### config.mk
export PLATFORM = sky130hd
export DESIGN_NAME = vga_board_fetch
export DESIGN_NICKNAME = d
export VERILOG_FILES = /design/src/rtl/vga_board_fetch.sv
export SDC_FILE = /design/constraint.sdc
export NUM_CORES = 2
export LEC_CHECK = 0
export CAP_MARGIN = 40
export CORE_MARGIN = 2
export CORE_UTILIZATION = 50
export CTS_CLUSTER_SIZE = 10
export DETAILED_ROUTE_END_ITERATION = 8
export HOLD_SLACK_MARGIN = 0.03
export PLACE_DENSITY = 0.79
export REMOVE_ABC_BUFFERS = 1
export SETUP_SLACK_MARGIN = 0.1
export SLEW_MARGIN = 25
export SYNTH_ARGS = -nofsm -noshare
export SYNTH_HDL_FRONTEND = slang
export SYNTH_SLANG_ARGS = --single-unit
export TNS_END_PERCENT = 100
### constraint.sdc
create_clock -name clk -period 2.2 [get_ports clk]
set_input_delay 0.33 -clock clk [delete_from_list [all_inputs] [get_ports clk]]
set_output_delay 0.33 -clock clk [all_outputs]
set_load 0.01 [all_outputs]
### src/rtl/vga_board_fetch.sv
// vga_board_fetch: copies the game board from shared memory into a double-buffered shadow bank during vblank.
module vga_board_fetch #(
    parameter int              ADDR_W       = 12,
    parameter int              DATA_W       = 16,
    parameter logic [ADDR_W-1:0] BASE_ADDR  = 12'd2048,
    parameter int              NUM_CELLS    = 42,
    parameter int              STARVE_LIMIT = 4
) (
    input  logic              clk,
    input  logic              reset,
    input  logic              vsync,
    input  logic              cpu_req,
    input  logic              cpu_we,
    input  logic [ADDR_W-1:0] cpu_addr,
    input  logic [DATA_W-1:0] cpu_wdata,
    output logic              cpu_grant,
    output logic [ADDR_W-1:0] mem_addr,
    output logic              mem_we,
    output logic [DATA_W-1:0] mem_wdata,
    input  logic [DATA_W-1:0] mem_rdata,
    input  logic [5:0]        cell_idx,
    output logic [DATA_W-1:0] cell_data,
    output logic              frame_valid,
    output logic              fetch_busy
);
    localparam int SW = $clog2(STARVE_LIMIT + 1);
    localparam logic [SW-1:0] STALL_MAX = SW'(STARVE_LIMIT);
    localparam logic [5:0] LAST = 6'(NUM_CELLS - 1);

    typedef enum logic [1:0] {IDLE, FETCH, DRAIN} state_t;
    state_t state, state_nx;

    logic              vsync_d, front, rd_vld;
    logic [5:0]        issue_idx, rd_idx;
    logic [SW-1:0]     stall_cnt;
    logic [DATA_W-1:0] bank [2][NUM_CELLS];
    logic              fall, rise, force_slot, fetch_own, last_capture, swap;

    assign fall         = vsync_d & ~vsync;
    assign rise         = ~vsync_d & vsync;
    assign force_slot   = (state == FETCH) && (stall_cnt == STALL_MAX);
    assign fetch_own    = (state == FETCH) && (!cpu_req || force_slot);
    assign last_capture = rd_vld && (rd_idx == LAST);
    assign swap         = (state == DRAIN) && last_capture && !rise;

    // CPU wins every contested cycle except the forced starvation slot
    assign cpu_grant = cpu_req && !force_slot;
    assign mem_addr  = cpu_grant ? cpu_addr : fetch_own ? BASE_ADDR + ADDR_W'(issue_idx) : BASE_ADDR;
    assign mem_we    = cpu_grant && cpu_we;
    assign mem_wdata = cpu_grant ? cpu_wdata : '0;
    assign cell_data = (cell_idx < 6'(NUM_CELLS)) ? bank[front][cell_idx] : '0;

    always_comb begin
        state_nx = state;
        case (state)
            IDLE:    state_nx = fall ? FETCH : IDLE;
            FETCH:   state_nx = rise ? IDLE : (fetch_own && issue_idx == LAST) ? DRAIN : FETCH;
            DRAIN:   state_nx = (rise || last_capture) ? IDLE : DRAIN;
            default: state_nx = IDLE;
        endcase
    end

    always_ff @(posedge clk) begin
        if (reset) begin
            state       <= IDLE;
            vsync_d     <= 1'b1;
            front       <= 1'b0;
            frame_valid <= 1'b0;
            fetch_busy  <= 1'b0;
            issue_idx   <= '0;
            rd_idx      <= '0;
            rd_vld      <= 1'b0;
            stall_cnt   <= '0;
            for (int i = 0; i < NUM_CELLS; i++) begin
                bank[0][i] <= '0;
                bank[1][i] <= '0;
            end
        end else begin
            state      <= state_nx;
            vsync_d    <= vsync;
            fetch_busy <= state_nx != IDLE;
            issue_idx  <= (state != FETCH) ? '0 : fetch_own ? issue_idx + 6'd1 : issue_idx;
            stall_cnt  <= (state != FETCH || fetch_own || !cpu_req) ? '0 : stall_cnt + 1'b1;
            // an abort cancels the read issued in the same cycle
            rd_vld     <= fetch_own && !rise;
            rd_idx     <= issue_idx;
            if (rd_vld)
                bank[~front][rd_idx] <= mem_rdata;
            if (swap) begin
                front       <= ~front;
                frame_valid <= 1'b1;
            end
        end
    end
endmodule

; Word-level counts from Yosys, hierarchy flattened
; Memory sizes are Yosys's and may differ from the RTL's. A register that Yosys moved wholly into a read port is not among the register bits.
; Cells that the tools add are included.
[classes]
add_sub_neg = 3
order_cmp = 4
eq_ne = 6
mux = 24
bitwise_logic = 7
reduce_logical = 22
[ops]
columns = operator, n
row1 = $mux 672, 3
row2 = $reduce_or 672->1, 1
row3 = $bmux 16 s6, 1
row4 = $demux 16 s6, 1
row5 = $mux 16, 5
row6 = $mux 12, 2
row7 = $ge 7x7->1 const B, 2
row8 = $not 6->7, 2
row9 = $add 12x6->12 const A, 1
row10 = $eq 6x6->1 const B, 2
row11 = $logic_and 1x1->1, 10
row12 = $mux 1, 8
row13 = $lt 7x1->1 const B, 1
row14 = $add 6x1->6 const B, 1
row15 = $lt 6x6->1 const B, 1
row16 = $mux 2, 3
row17 = $pmux 2 s3, 1
row18 = $logic_or 1x1->1, 4
row19 = $reduce_or 2->1, 2
row20 = $add 3x1->3 const B, 1
row21 = $eq 3x3->1 const B, 1
row22 = $logic_not 1->1, 3
row23 = $not 1->1, 3
row24 = $and 1x1->1, 2
row25 = other kinds (5), 5
[totals]
reg_bits = 22
ram_bits = 1344
inputBits = 55
out_inout_bits = 48
wordCells = 76
memories = 1
[mem_list]
columns = name, depth, word_bits, read_ports, rd_ports_with_merged_regs, write_ports, line
row1 = bank, 2, 672, 1, 1, 2, 36  ; logic [DATA_W-1:0] bank [2][NUM_CELLS];

; Longest topological paths before layout
[depth]
ltp_word = 9
depth_mapped = 10
depth_no_buf = 8

; Worst setup path after synthesis
; No wires, ideal clock.
[synth_path]
path_kind = register -> output
startpoint = reg (tool-made name)
endpoint = out cell_data[14]
arrival_time_ps = 1816
required_time_ps = 1870
slack_ps = 54
stages_incl_launch_ff = 8
n_path_buf = 2
cell_sequence = dfxtp_1 buf_6 buf_2 mux4_2 a221oi_1 a41oi_1 o21ai_1 o21ai_1
[synth_rtl]
columns = item, line
row1 = to (decl), 22  ; output logic [DATA_W-1:0] cell_data,

==> impl_metrics.toml <==
[timing]
fin_hold_ws_ps = 31.3
worstMarginPinSlew_ps = 679
timing.final.ws_setup_ps = -1590
max_freq_ghz = 0.264
rsz0062_at_grt = "yes"
setup_viol = 46
period_needed_ps = 3790
fin_worst_skew_ps = 24.3
relSlewSlack_pct = 54.7
finalSetupTns_ps = -34150
finalCritPeriodShare_pct = 172
drv_slew = 0
final_hold_viol_count = 0

[synth]
ys_seq_area_share_pct = 65.0
yosysTopAreaCellShare_pct = 64.3
syn-mean-instance-area_um2 = 15.1
synth-edff-count = 1344
synth_flop_cell = "edfxtp_1"
yosys_warnings = 0
synth_top_cell_by_area = "edfxtp_1"
synth_fa_ha_area_share_pct = 0.0797
ys_types = 59
yosys-top-cells-count = "and2_1, edfxtp_1, clkbuf_1"
netlist_area_um2 = 62800
synthArstFlopShare_pct = 0
synth_top_family_by_area = "simple AND/OR/NAND/NOR gates"
synth_compound_area_share_pct = 2.99
synth-seq-cells = 1367
synthCells = 4171
synth_xor_area_share_pct = 0.0698
yosysMostFrequentCell = "and2_1"
synth-simple-area-share_pct = 16.4
muxShareOfSynthArea_pct = 12.5
synth.area.top_cells = "edfxtp_1, and2_1, mux4_2"

[place]
gp_congestion = 0.962
io_buffers = 102
dp_hpwl_um = 111000
postPlaceCellArea_um2 = 69200

[cts]
clk_latency_ps = 790
clock-sinks = 1367
htreeDepth = 4
numCtsBuffers = 155
clk_pin_slew_worst_paths_ps = 60
clk_path_buf_depth = 3
cts_tree = "done"
cts_root_buf = "clkbuf_16"

[routing]
antenna_left = 0
vias = 38900
drt_drc_violations_left = 0
wl_per_cell_um = 28.2
drtPass1Iterations = 6
vias_per_cell = 6.14
drt-total-wl_um = 178000
drt-initial-drc-count = 5668

[run_status]
outcome = "finished with violations"
violations = "negative setup slack"

[global_route]
grt_antenna_before_repair = 5
grt_pass1_vias = 39000
grt_start_max_net_pins = 102
track_usage_pct = 28.0
grt_pass1_wl_um = 261000
grt_overflow = 0

[min_path]
min-delay-path-class = "in2reg"

[worst_setup_path]
critical_path.top_delay_family = "buffers and inverters"
crit_fanout = 8
max_stage_delay_ps = 530
crit_path_end_kind = "primary output"
arrival_ps = 3460
path_class = "reg2out"
crit_chain = "buf_12 > buf_12 > buf_16 > buf_4 > mux4_2 > a22oi_2 > nand4_1 > o21ai_1 > o21ai_1 > buf_4 > buf_6"
path_buf_inv = 6
required_ps = 1870
cpMaxStageDelayCell = "mux4_2"
crit_path_start_kind = "register"

[pwr]
max-vdd-ir-drop_v = 0.000712
p_leak_uw = 0.0270
powerDensity_nw_per_um2 = 761
finalPower_uw = 57800

[finish]
final_layout_size_suffix_gt1_share_pct = 29.1
final_nets = 4688
area_growth_pct = 21.0
design_area_um2 = 76000

[die]
pin_count = 103
core-area_um2 = 125000
start_util_pct = 50.2
die_w_um = 358
dieArea_um2 = 128000
die_h_um = 358
rows = 130

[flow_run]
max-cap-violations = 0
[worst paths after layout]
check	startpoint	to	slack, ps	depth (start not counted)
min	mem_rdata[11]	bank[1][27]	30	2
min reg2reg	state[1]	state[0]	460	1
max reg2reg	rd_idx[1]	bank[1][31]	180	6
max	register	cell_data[7]	-1590	11
[area by class of cell]
type	instances	area, um2
fill	8554	49100
sequential	1367	40800
multi-input combinational	2414	21200
timing repair buffer	685	7570
clock buffer	194	4110
tap	1650	2060
clock inverter	12	186
inverter	6	22.5
antenna	4	10.0
[flip-flops by register name, summed over array words and instances (netlist names), named ones only]
signal	flops
stall_cnt	3
front	1
bank	1344
state	2
fetch_busy	1
rd_vld	1
frame_valid	1
rd_idx	6
vsync_d	1
issue_idx	6
[worst reg2reg max path, delay by kind of cell (launching register included)]
kind / cells / cell delay (ps)
AND/OR/NAND/NOR: 4 / 1120
flip-flops: 1 / 310
buffers and inverters: 2 / 300
[cell usage in the layout, fill, tap and decap left out, types with 12 or more instances in the layout]
| cell | count |
|---|---|
| a21oi_1 | 13 |
| a21oi_2 | 15 |
| a221oi_1 | 12 |
| a22o_1 | 12 |
| a22oi_1 | 70 |
| a22oi_2 | 28 |
| and2_1 | 1349 |
| and2_4 | 21 |
| buf_12 | 127 |
| buf_16 | 18 |
| buf_2 | 16 |
| buf_4 | 402 |
| buf_6 | 70 |
| clkbuf_1 | 35 |
| clkbuf_16 | 161 |
| clkdlybuf4s50_1 | 36 |
| dfxtp_1 | 19 |
| edfxtp_1 | 1344 |
| mux2i_1 | 154 |
| mux2i_2 | 14 |
| mux4_2 | 270 |
| nand2_1 | 29 |
| nand3_1 | 28 |
| nand4_1 | 12 |
| nor2_1 | 109 |
| o21ai_0 | 21 |
| o21ai_2 | 12 |
| or2_2 | 84 |
[through the flow]
step                      setup WS, ps  utilization, %  std cells
final                            -1590            60.7       6332
after global routing             -1580            60.7       6328
after CTS                        -1530            60.2       6298
after detailed placement         -1830            55.3       6025
after global placement           -1800            55.3       6023
after floorplan                 -13910               -       3787
[routing by layer]
layer	GRT usage, %	routed length [um]	share of wire, %	vias up
met3	7.36	22000	12	499
met5	0	30	0.017	-
li1	-	-	-	16200
met1	36.2	62900	35	19600
met4	12.5	8670	4.9	4
met2	44.6	84800	48	2609
[timing repair]
action / CTS / global route
gates resized for setup: 435 / 82
pin swaps: 73 / 49
setup endpoints to repair: 83 / 169
endpoints found under the hold margin: 11 / 0
hold buffers: 1 / 0
cloned: 10 / 2
setup buffers: 56 / 33
[report_power, final]
group | switching (uW) | total (uW) | internal (uW)
Sequential | 380 | 30100 | 29700
Combinational | 2780 | 4690 | 1910
Clock | 10000 | 23000 | 13000
Total | 13200 | 57800 | 44600
[cell families (layout without fill, tap and decap cells)]
group           count (synthesis)  in the layout
other cells                     0              4
xor+xnor                        5              5
compound gates                265            265
simple gates                 1696           1696
flops                        1367           1367
buf+inv                       390            897
fa+ha+maj                       4              4
mux                           444            444
Power figures use the tool's default switching activity.
